## src/rtl/rbm_gibbs_scheduler.sv

```systemverilog
// Gibbs-iteration sequencer for the RBM datapath: drives hidden and
// classification passes per group and accumulates saturating sample counts.
module rbm_gibbs_scheduler #(
  parameter int bitlength              = 12,
  parameter int hidden_dim             = 3,
  parameter int output_dim             = 2,
  parameter int hidden_adder_group_num = 1,
  parameter int cl_adder_group_num     = 1,
  parameter int iteration_num          = 30,
  localparam int HP = (hidden_dim + hidden_adder_group_num - 1)
                      / hidden_adder_group_num,
  localparam int CP = (output_dim + cl_adder_group_num - 1)
                      / cl_adder_group_num,
  localparam int HG = (HP > 1) ? $clog2(HP) : 1,
  localparam int CG = (CP > 1) ? $clog2(CP) : 1,
  localparam int IW = $clog2(iteration_num + 1)
) (
  input  logic                             clock,
  input  logic                             reset,
  input  logic                             data_valid,
  output logic                             h_start,
  output logic [HG-1:0]                    h_group_idx,
  input  logic                             h_done,
  output logic                             cl_start,
  output logic [CG-1:0]                    cl_group_idx,
  input  logic                             cl_done,
  input  logic [output_dim-1:0]            cl_sample,
  output logic                             seed_step,
  output logic [output_dim*bitlength-1:0]  OutputDataPort,
  output logic [IW-1:0]                    iter_count,
  output logic                             busy,
  output logic                             finish
);

  typedef enum logic [2:0] {
    IDLE, H_ISSUE, H_WAIT, C_ISSUE, C_WAIT, ITER_END, DONE
  } state_t;

  localparam logic [bitlength-1:0] INF =
    {1'b0, {(bitlength-1){1'b1}}};

  state_t state, nxt;

  logic [bitlength-1:0] cnt     [output_dim];
  logic [bitlength-1:0] cnt_inc [output_dim];

  logic h_last, c_last, i_last;
  logic h_start_n, cl_start_n, seed_step_n;
  logic busy_n, finish_n;

  assign h_last = (h_group_idx == HG'(HP - 1));
  assign c_last = (cl_group_idx == CG'(CP - 1));
  assign i_last = (iter_count == IW'(iteration_num - 1));

  // Only neurons of the active group count; the last group may be partial.
  always_comb begin
    for (int n = 0; n < output_dim; n++) begin
      cnt_inc[n] = cnt[n];
      if ((n / cl_adder_group_num) == int'(cl_group_idx)
          && cl_sample[n] && (cnt[n] != INF))
        cnt_inc[n] = cnt[n] + bitlength'(1);
    end
  end

  always_comb begin
    OutputDataPort = '0;
    for (int n = 0; n < output_dim; n++)
      OutputDataPort[n*bitlength +: bitlength] = cnt[n];
  end

  always_ff @(posedge clock) begin
    if (reset) begin
      state        <= IDLE;
      h_start      <= 1'b0;
      cl_start     <= 1'b0;
      seed_step    <= 1'b0;
      busy         <= 1'b0;
      finish       <= 1'b0;
      h_group_idx  <= '0;
      cl_group_idx <= '0;
      iter_count   <= '0;
      for (int n = 0; n < output_dim; n++)
        cnt[n] <= '0;
    end else begin
      state     <= nxt;
      h_start   <= h_start_n;
      cl_start  <= cl_start_n;
      seed_step <= seed_step_n;
      busy      <= busy_n;
      finish    <= finish_n;
      case (state)
        IDLE: begin
          if (data_valid) begin
            h_group_idx  <= '0;
            cl_group_idx <= '0;
            iter_count   <= '0;
            for (int n = 0; n < output_dim; n++)
              cnt[n] <= '0;
          end
        end
        H_WAIT: begin
          if (h_done)
            h_group_idx <= h_last ? '0 : h_group_idx + HG'(1);
        end
        C_WAIT: begin
          if (cl_done) begin
            for (int n = 0; n < output_dim; n++)
              cnt[n] <= cnt_inc[n];
            cl_group_idx <= c_last ? '0 : cl_group_idx + CG'(1);
          end
        end
        ITER_END: iter_count <= iter_count + IW'(1);
        default: ;
      endcase
    end
  end

  always_comb begin
    nxt = state;
    case (state)
      IDLE:     if (data_valid) nxt = H_ISSUE;
      H_ISSUE:  nxt = H_WAIT;
      H_WAIT:   if (h_done) nxt = h_last ? C_ISSUE : H_ISSUE;
      C_ISSUE:  nxt = C_WAIT;
      C_WAIT:   if (cl_done) nxt = c_last ? ITER_END : C_ISSUE;
      ITER_END: nxt = i_last ? DONE : H_ISSUE;
      DONE:     if (!data_valid) nxt = IDLE;
      default:  nxt = IDLE;
    endcase
  end

  // Outputs are decoded from the next state so they emerge registered.
  always_comb begin
    h_start_n   = (nxt == H_ISSUE);
    cl_start_n  = (nxt == C_ISSUE);
    seed_step_n = (nxt == ITER_END);
    finish_n    = (nxt == DONE);
    busy_n      = (nxt != IDLE) && (nxt != DONE);
  end

endmodule

```

## config.mk

```make
export PLATFORM = sky130hd
export DESIGN_NAME = rbm_gibbs_scheduler
export DESIGN_NICKNAME = d
export VERILOG_FILES = /design/src/rtl/rbm_gibbs_scheduler.sv
export SDC_FILE = /design/constraint.sdc
export NUM_CORES = 1
export LEC_CHECK = 0
export BUFFER_PORTS_ARGS = -buffer_cell sky130_fd_sc_hd__buf_2
export CAP_MARGIN = 25
export CORE_MARGIN = 2
export CORE_UTILIZATION = 54
export DETAILED_ROUTE_END_ITERATION = 12
export PLACE_DENSITY_LB_ADDON = 0.1
export SLEW_MARGIN = 30
export SYNTH_ARGS = -nofsm -noshare
export SYNTH_HDL_FRONTEND = slang
export SYNTH_SLANG_ARGS = --single-unit
```

## constraint.sdc

```tcl
create_clock -name clock -period 2.9 [get_ports clock]
set_input_delay 0.435 -clock clock [delete_from_list [all_inputs] [get_ports clock]]
set_output_delay 0.435 -clock clock [all_outputs]
set_load 0.02 [all_outputs]
```

Word level (Yosys, flattened, before mapping)
Memory sizes are Yosys's and may differ from the RTL's.
Cells that the tools add are included.
- add/subtract/negate cells: 5
- equality and inequality tests: 18
- mux-type cells: 34
- bitwise logic cells: 5
- reductions and logical operators: 13
- operators with widths (operator ; number):
    12-bit two-way mux ; 6
    12-bit by 1-bit adder with 12-bit output, second input constant ; 2
    12-bit by 11-bit != test with 1-bit output, second input constant ; 2
    3-bit one-hot mux with 7 select lines ; 1
    3-bit two-way mux ; 6
    3-bit equality test, second input constant ; 5
    1-bit two-way mux ; 13
    5-bit one-hot mux with 2 select lines ; 1
    3-bit by 2-bit equality test with 1-bit output, second input constant ; 3
    2-bit two-way mux ; 4
    3-bit by 1-bit equality test with 1-bit output, second input constant ; 2
    2-bit != test, second input constant ; 3
    3-bit AND reduction ; 2
    2-bit nonzero test ; 3
    5-bit by 1-bit adder with 5-bit output, second input constant ; 1
    5-bit equality test, second input constant ; 1
    1-bit logical AND ; 5
    5-bit two-way mux ; 1
    1-bit OR ; 4
    2-bit one-hot mux with 2 select lines ; 1
    3-bit zero test ; 1
    3-bit != test, second input constant ; 1
    3-bit nonzero test ; 1
    2-bit by 1-bit adder with 2-bit output, second input constant ; 1
    5 further kinds ; 5
- bits in registers: 16
- RAM bits: 24
- input port bits: 7
- output and inout bits: 37
- word-level logic and storage cells: 85
- memories kept: 1
- memories (memory ; words ; width ; rd ports ; clocked after Yosys merged registers in ; write ports ; RTL line ; text):
    cnt ; 2 ; 12 ; 2 ; 0 ; 2 ; 44 ; logic [bitlength-1:0] cnt [output_dim];

Logic depth before layout (Yosys ltp)
Gate-level depths: netlist (run 1).
- word-level depth: 6
- gate-level depth with buffers: 6

Least setup slack after synthesis (run 1)
OpenSTA, ideal clock, no wires.
- path kind: flip-flop to flip-flop
- start: memory cnt[1][0], in the netlist cnt[0][12]
- end: memory cnt[1][0], in the netlist cnt[0][12], enable pin
- library setup time: 0.400 ns
- data arrival time: 2.201 ns
- required time: 2.500 ns
- setup slack: 0.299 ns
- cell stages (with the launch flop): 5
- path buffers: 0
- cells stage by stage: edfxtp_1 -> ha_1 -> and4_1 -> nor4b_1 -> o31ai_1
- RTL lines (what ; RTL line):
    start: declaration ; 44

==> results of run 1 <==
[cell families (layout without fill, tap and decap cells)]
kind of cell	Yosys count	in the layout	share of synthesized area
adder cells (fa/ha/maj)	4	4	0.0242
multiplexers	2	2	0.0103
flip-flops	40	40	0.503
buffers and inverters	16	65	0.0375
AND/OR/NAND/NOR	104	104	0.264
XOR/XNOR	21	21	0.0888
AO/OA/AOI/OAI	21	21	0.0725
[path summary, 6_finish.rpt]
check / start / endpoint / slack, ps / depth (start not counted)
worst max-delay path: state[2]$_SDFF_PP0_ / cnt[0][10]$_SDFFCE_PN0P_ / 830 / 5
worst min-delay path: reset / h_group_idx[1]$_SDFFE_PP0P_ / 490 / 2
worst min register to register: iter_count[3]$_SDFFE_PP0P_ / iter_count[3]$_SDFFE_PP0P_ / 510 / 1
worst max register to register: state[2]$_SDFF_PP0_ / cnt[0][10]$_SDFFCE_PN0P_ / 830 / 5
[power by group]
part	total (uW)	switching (uW)	internal (uW)
combinational	153	93.2	59.5
sequential	671	37.1	634
clock	346	183	163
total	1170	313	857
[registers in the layout, indices dropped and copies added, names as in the netlist]
| register | count |
|---|---|
| finish | 1 |
| h_group_idx | 2 |
| seed_step | 1 |
| iter_count | 5 |
| h_start | 1 |
| state | 3 |
| cnt | 24 |
| cl_group_idx | 1 |
| busy | 1 |
| cl_start | 1 |
[cells in the final DEF (no fill, tap or decap), drive strengths merged, types with 2 or more instances in the layout]
cell | synthesis | layout
buf | 5 | 47
nor2 | 44 | 44
edfxtp | 24 | 24
dfxtp | 16 | 16
xnor2 | 13 | 13
nand2 | 12 | 12
inv | 10 | 10
nor3 | 10 | 10
nand3 | 9 | 9
xor2 | 8 | 8
a21oi | 8 | 8
nand4 | 5 | 5
clkbuf | 1 | 5
nand2b | 4 | 4
nor4 | 4 | 4
nor2b | 4 | 4
ha | 4 | 4
clkinv | 0 | 3
nand3b | 2 | 2
o31ai | 2 | 2
nand4bb | 2 | 2
o21ai | 2 | 2
nor4b | 2 | 2
[per-layer routing]
metal,wire (um),share of wire,up-vias
li1,-,-,828
met1,1750,0.46,732
met2,1760,0.46,40
met3,176,0.046,11
met4,104,0.027,0
met5,0,0,-
[worst max-delay path, stage by stage, from the launching register on]
cell and delay (ps):
dfxtp_1 570, nand2b_1 180, nor2_2 140, nand3b_2 270, o41ai_2 360, buf_4 250
[through the flow]
step | area (um^2) | cells
2_1_floorplan | 2070 | 208
3_3_place_gp | 2340 | 297
3_5_place_dp | 2340 | 297
4_1_cts | 2420 | 305
5_1_grt | 2420 | 305
6_report | 2420 | 305
[area by class of cell]
class,instances,area (um^2)
fill,300,1240
tap,48,60.1
clock buffer,5,68.8
timing repair buffer,47,245
sequential,40,1040
inverter,10,37.5
multi-input combinational,152,952
clock inverter,3,13.8
==> reports/results.txt, run 1 <==
Slew Viols, Final - 0
initial antenna violation count - 0
status - completed
number of global-route vias before repair - 1,438
Hold Violations, Final - 0
total track usage - 0.193
postcts setup bufs - 0
CP max FO - 15
top cells by instance count after synthesis - nor2_1 (43), edfxtp_1 (24), dfxtp_1 (16)
Design Power - 1170 uW
Fin Hold WS - 490 ps
post-DR wirelength/cell - 12.4 um
Pleak - 0.000956 uW
TNS Setup - 0 ps
fin util - 0.661
GRT met2 Usage - 0.283
met1 Usage GRT - 0.255
Mapped Cells - 208
Final WS setup - 829 ps
via count - 1,611
hold buffers post-CTS - 0
Tightest Pin Transition - 549 ps
worst hold-check path type - in -> reg
IO Count - 44
YS warnings - 0
syn avg cell area - 9.96 um^2
DR pass1 iterations - 4
gpl congestion - 0.814
TritonCTS clock tree - built
Crit. End Element - flip-flop
fin crit period - 2070 ps
Post-DP HPWL - 2800 um
Initial Utilization - 0.566
first-pass GRT wire length - 6300 um
Mapped Nets - 219
Worst Path Arrival - 2070 ps
post_cts resized - 0
post-synthesis sequential area ratio - 0.503
Critical Path Start Type - flip-flop
Rel. slew slack - 0.625
final period utilization - 0.714
clk root buf - clkbuf_8
Mapped Area - 2070 um^2
WP data required - 2900 ps
Synth cell types - 44
CTS Sinks - 40
n_diodes - 0
GR peak layer - met2
Die Footprint - 4350 um^2
Detail Route Antenna Nets - 0
die width - 65.9 um
Die Height - 65.9 um
pwr dens - 484 nW/um^2
Final setup violation count - 0
pre-CTS setup slack - 817 ps
number of synthesized flops with an enable pin - 24
drt total wl - 3790 um
Core ar. - 3660 um^2
H-Tree Depth - 2
predominant post-synthesis flop cell - edfxtp_1
clock buffer count from CTS - 5
clk_skew - 4.97 ps
fmax - 483 MHz
CP Class - reg -> reg
Clock Path Buffers - 2
post-synthesis async set-or-reset flop share - 0
DRT iter0 DRCs - 92
Yosys top cell by area - edfxtp_1
largest net degree at the start of global routing - 16
most common cell in the netlist - nor2_1
Max Cap Violations - 0
Via density - 5.28
met3 usage - 0.0562
row cnt - 22
Reg clk slew, reported paths - 70 ps
worst-skew pair later-pin latency - 290 ps
top-area cell type share of the netlist area - 0.348
gr ovfl total - 0
drc violations - 0
Port-buffer cells - 43
layout cells sized above 1 - 0.245
nets - 267
Max VDD drop - 0.000299 V
FF+latch count, synth - 40
Area Growth Syn to Fin - 16.8%
synth top area cells - edfxtp_1 (35%), dfxtp_1 (15%), nor2_1 (7.8%)
RSZ-0062 raised after global routing - no
(Power assumes the default switching activity.)
==> run 2: changes to the inputs <==
ABC_AREA = 1   (was unset)
clock period = 2.1 ns   (was 2.9 ns; I/O delays follow)
==> run 2 against run 1 <==
Net effect:
- area after synthesis rose by 1.1%
- wire length rose by 12%
- first-iteration DRC count fell by 11%
- largest cell class unchanged
- clock skew fell by 1.5 ps
- fmax rose by 12%
==> reports/results.txt, run 2 <==
post-DR wirelength/cell - 11.9 um (-4.4%)
fin crit period - 1850 ps (-220 ps)
top cells by instance count after synthesis - nand2_1 (53), nor2_1 (48), inv_1 (28)
Synth Area in Adders - 0.0239 (-0.000260)
Mapped Cells - 257 (+24%)
Largest delay share family, worst path - simple AND/OR/NAND/NOR gates
DP Cell Count - 348 (+17%)
Tightest Pin Transition - 365 ps (-184 ps)
Synth Area in XOR/XNOR - 0.0335 (-0.0553)
IO Count - 44 (unchanged)
RSZ-0062 raised after global routing - no
met3 usage - 0.0426 (-0.0136)
Detail Route Antenna Nets - 0 (unchanged)
clock power share - 0.303 (+0.007)
clk root buf - clkbuf_8
mux cell area share after synthesis - 0 (-0.0103)
reg2reg start - cnt[0][1]$_SDFFCE_PN0P_
Initial Utilization - 0.568 (+0.00188)
combinational share of power - 0.145 (+0.015)
gpl congestion - 0.918 (+13%)
Fin Hold WS - 369 ps (-121 ps)
critical-path cell list - ha_1, nand3_1, nor2_1, nand2_1, nor2_1, nand3_1, nand2_1, nand2_2
simple-gate share of the synthesized area - 0.304 (+0.0396)
Mapped Nets - 268 (+22%)
area of the multi-input gates - 915 um^2 (-3.9%)
Hold Crit Start - reset
H-Tree Depth - 2 (unchanged)
DRT iter0 DRCs - 82 (-11%)
TNS Setup - 0 ps (unchanged)
first-pass GRT wire length - 7330 um (+16%)
YS warnings - 0 (unchanged)
clock buffer count from CTS - 5 (unchanged)
worst-skew pair later-pin latency - 290 ps (about the same)
drt total wl - 4230 um (+12%)
DR pass1 iterations - 5 (+1)
number of synthesized flops with an enable pin - 24 (unchanged)
GR peak layer - met2
Yosys top cell by area - edfxtp_1
Area Growth Syn to Fin - 17.5%
via count - 1,814 (+13%)
CP max FO - 12 (-3)
GRT met2 Usage - 0.381 (+0.0984)
initial antenna violation count - 0 (unchanged)
postcts setup bufs - 0 (unchanged)
Pleak - 0.00106 uW (+11%)
met1 Usage GRT - 0.260 (+0.00545)
Mapped Area - 2090 um^2 (+1.1%)
most common cell in the netlist - nand2_1
Die Footprint - 4390 um^2 (+1.0%)
predominant post-synthesis flop cell - edfxtp_1
number of global-route vias before repair - 1,722 (+20%)
n_diodes - 0 (unchanged)
Reg with most FFs - cnt
Die Height - 66.3 um (+0.51%)
Via density - 5.10 (-3.5%)
switch share - 0.272 (+0.00391)
Synth cell types - 30 (-32%)
crit path max-delay cell type - edfxtp_1
Core ar. - 3690 um^2 (+0.75%)
clk_skew - 3.44 ps (-1.53 ps)
most common cell after layout, fill and taps aside - nand2_1
Port-buffer cells - 43 (unchanged)
Rel. slew slack - 0.756 (+0.131)
row cnt - 22 (unchanged)
net switching power - 460 uW (+47%)
leading cell types in the layout, fill and taps excluded - nand2_1 (52), nor2_1 (48), buf_2 (43), inv_1 (28), edfxtp_1 (24)
total track usage - 0.217 (+0.0234)
Max VDD drop - 0.000549 V (+84%)
post-synthesis async set-or-reset flop share - 0 (unchanged)
FF+latch count, synth - 40 (unchanged)
syn avg cell area - 8.14 um^2 (-18%)
Post-Layout Cell Count - 356 (+17%)
top-area cell type share of the netlist area - 0.344 (-0.00374)
largest net degree at the start of global routing - 16 (unchanged)
worst hold-check path type - in -> reg
TritonCTS clock tree - built
Worst Path Arrival - 1840 ps (-230 ps)
Final setup violation count - 0 (unchanged)
Crit. End Element - flip-flop
post_cts resized - 0 (unchanged)
top flop regs - cnt x24, iter_count x5, state x3
fmax - 540 MHz (+12%)
WP data required - 2090 ps (-810 ps)
Compound-Gate Fraction of Synth Area - 0.0747 (+0.00221)
Filler Cells Inserted - 329 (+9.7%)
drc violations - 0 (unchanged)
Storage cell area - 1040 um^2 (unchanged)
final period utilization - 0.881 (+0.167)
synth top area cells - edfxtp_1 (34%), dfxtp_1 (15%), nand2_1 (9.5%)
Reg clk slew, reported paths - 70 ps (about the same)
internal power - 1230 uW (+44%)
die width - 66.3 um (+0.51%)
critical path launch point - cnt[0][1]$_SDFFCE_PN0P_
CTS Sinks - 40 (unchanged)
Hold Violations, Final - 0 (unchanged)
Post-DP HPWL - 3130 um (+12%)
gr ovfl total - 0 (unchanged)
hold buffers post-CTS - 0 (unchanged)
nets - 318 (+19%)
Sequential Power Share - 0.552 (-0.022)
CP Class - reg -> reg
post-synthesis sequential area ratio - 0.497 (-0.00541)
Critical Path Start Type - flip-flop
pwr dens - 688 nW/um^2 (+42%)
Clock Path Buffers - 2 (unchanged)
status - completed
max reg flops - 24 (unchanged)
largest family of logic cells by synthesized area - simple AND/OR/NAND/NOR gates
Buf+Inv Stages, Crit Path - 0 (-1)
max incr delay on CP - 400 ps (-170 ps)
Max Cap Violations - 0 (unchanged)
layout cells sized above 1 - 0.221 (-0.0244)
Slew Viols, Final - 0 (unchanged)
[run 2: layer usage]
metal | wire length, um | share of wire
met1 | 1910 | 0.45
met2 | 2070 | 0.49
met3 | 181 | 0.043
met4 | 67 | 0.016
met5 | 0 | 0
[run 2: cells by family (layout without fill, tap and decap cells)]
logic type | Yosys count | count (layout)
xor gates and xnor gates | 8 | 8
and+or+nand+nor | 143 | 143
AOI/OAI and AO/OA | 29 | 29
DFF | 40 | 40
adders and majority gates | 4 | 4
buffers and inverters | 33 | 84
[run 2: worst register-to-register path, cell delays in order, from the launching register on]
cell      delay, ps
edfxtp_1        400
ha_1            200
nand3_1         130
nor2_1          170
nand2_1         110
nor2_1          190
nand3_1          90
nand2_1          80
nand2_2         180
[run 2: path summary, 6_finish.rpt]
check	to	slack (ps)	depth (start not counted)
setup / recovery	cnt[0][7]$_SDFFCE_PN0P_	250	8
hold reg to reg	iter_count[4]$_SDFFE_PP0P_	520	1
setup reg to reg	cnt[0][7]$_SDFFCE_PN0P_	250	8
hold / removal	iter_count[1]$_SDFFE_PP0P_	370	2
[run 2: through the flow]
stage / cell area [um^2] / total power [uW] / worst slack (ps) / utilization
3_3_place_gp: 2370 / 1190 / 179 / 0.642
5_1_grt: 2460 / 1760 / 42.7 / 0.667
2_1_floorplan: 2090 / 1110 / 174 / -
4_1_cts: 2460 / 1700 / 93.1 / 0.666
3_5_place_dp: 2370 / 1200 / 97.6 / 0.642
6_report: 2460 / 1690 / 249 / 0.667
[run 2: final cells by class]
type                            count  area share
Timing Repair Buffer               47      0.0997
Tap cell                           48      0.0244
Clock buffer                        8      0.0366
Multi-Input combinational cell    184       0.372
Inverter                           29      0.0443
Sequential cell                    40       0.423
[run 2: power by group through the flow]
| stage | Sequential (uW) | Combinational (uW) | Clock [uW] |
|---|---|---|---|
| after floorplan | 1000 | 107 | 0 |
| after global placement | 950 | 245 | 0 |
| after detailed placement | 952 | 244 | 0 |
| after CTS | 934 | 246 | 519 |
| after global routing | 943 | 273 | 546 |
| final | 934 | 245 | 512 |
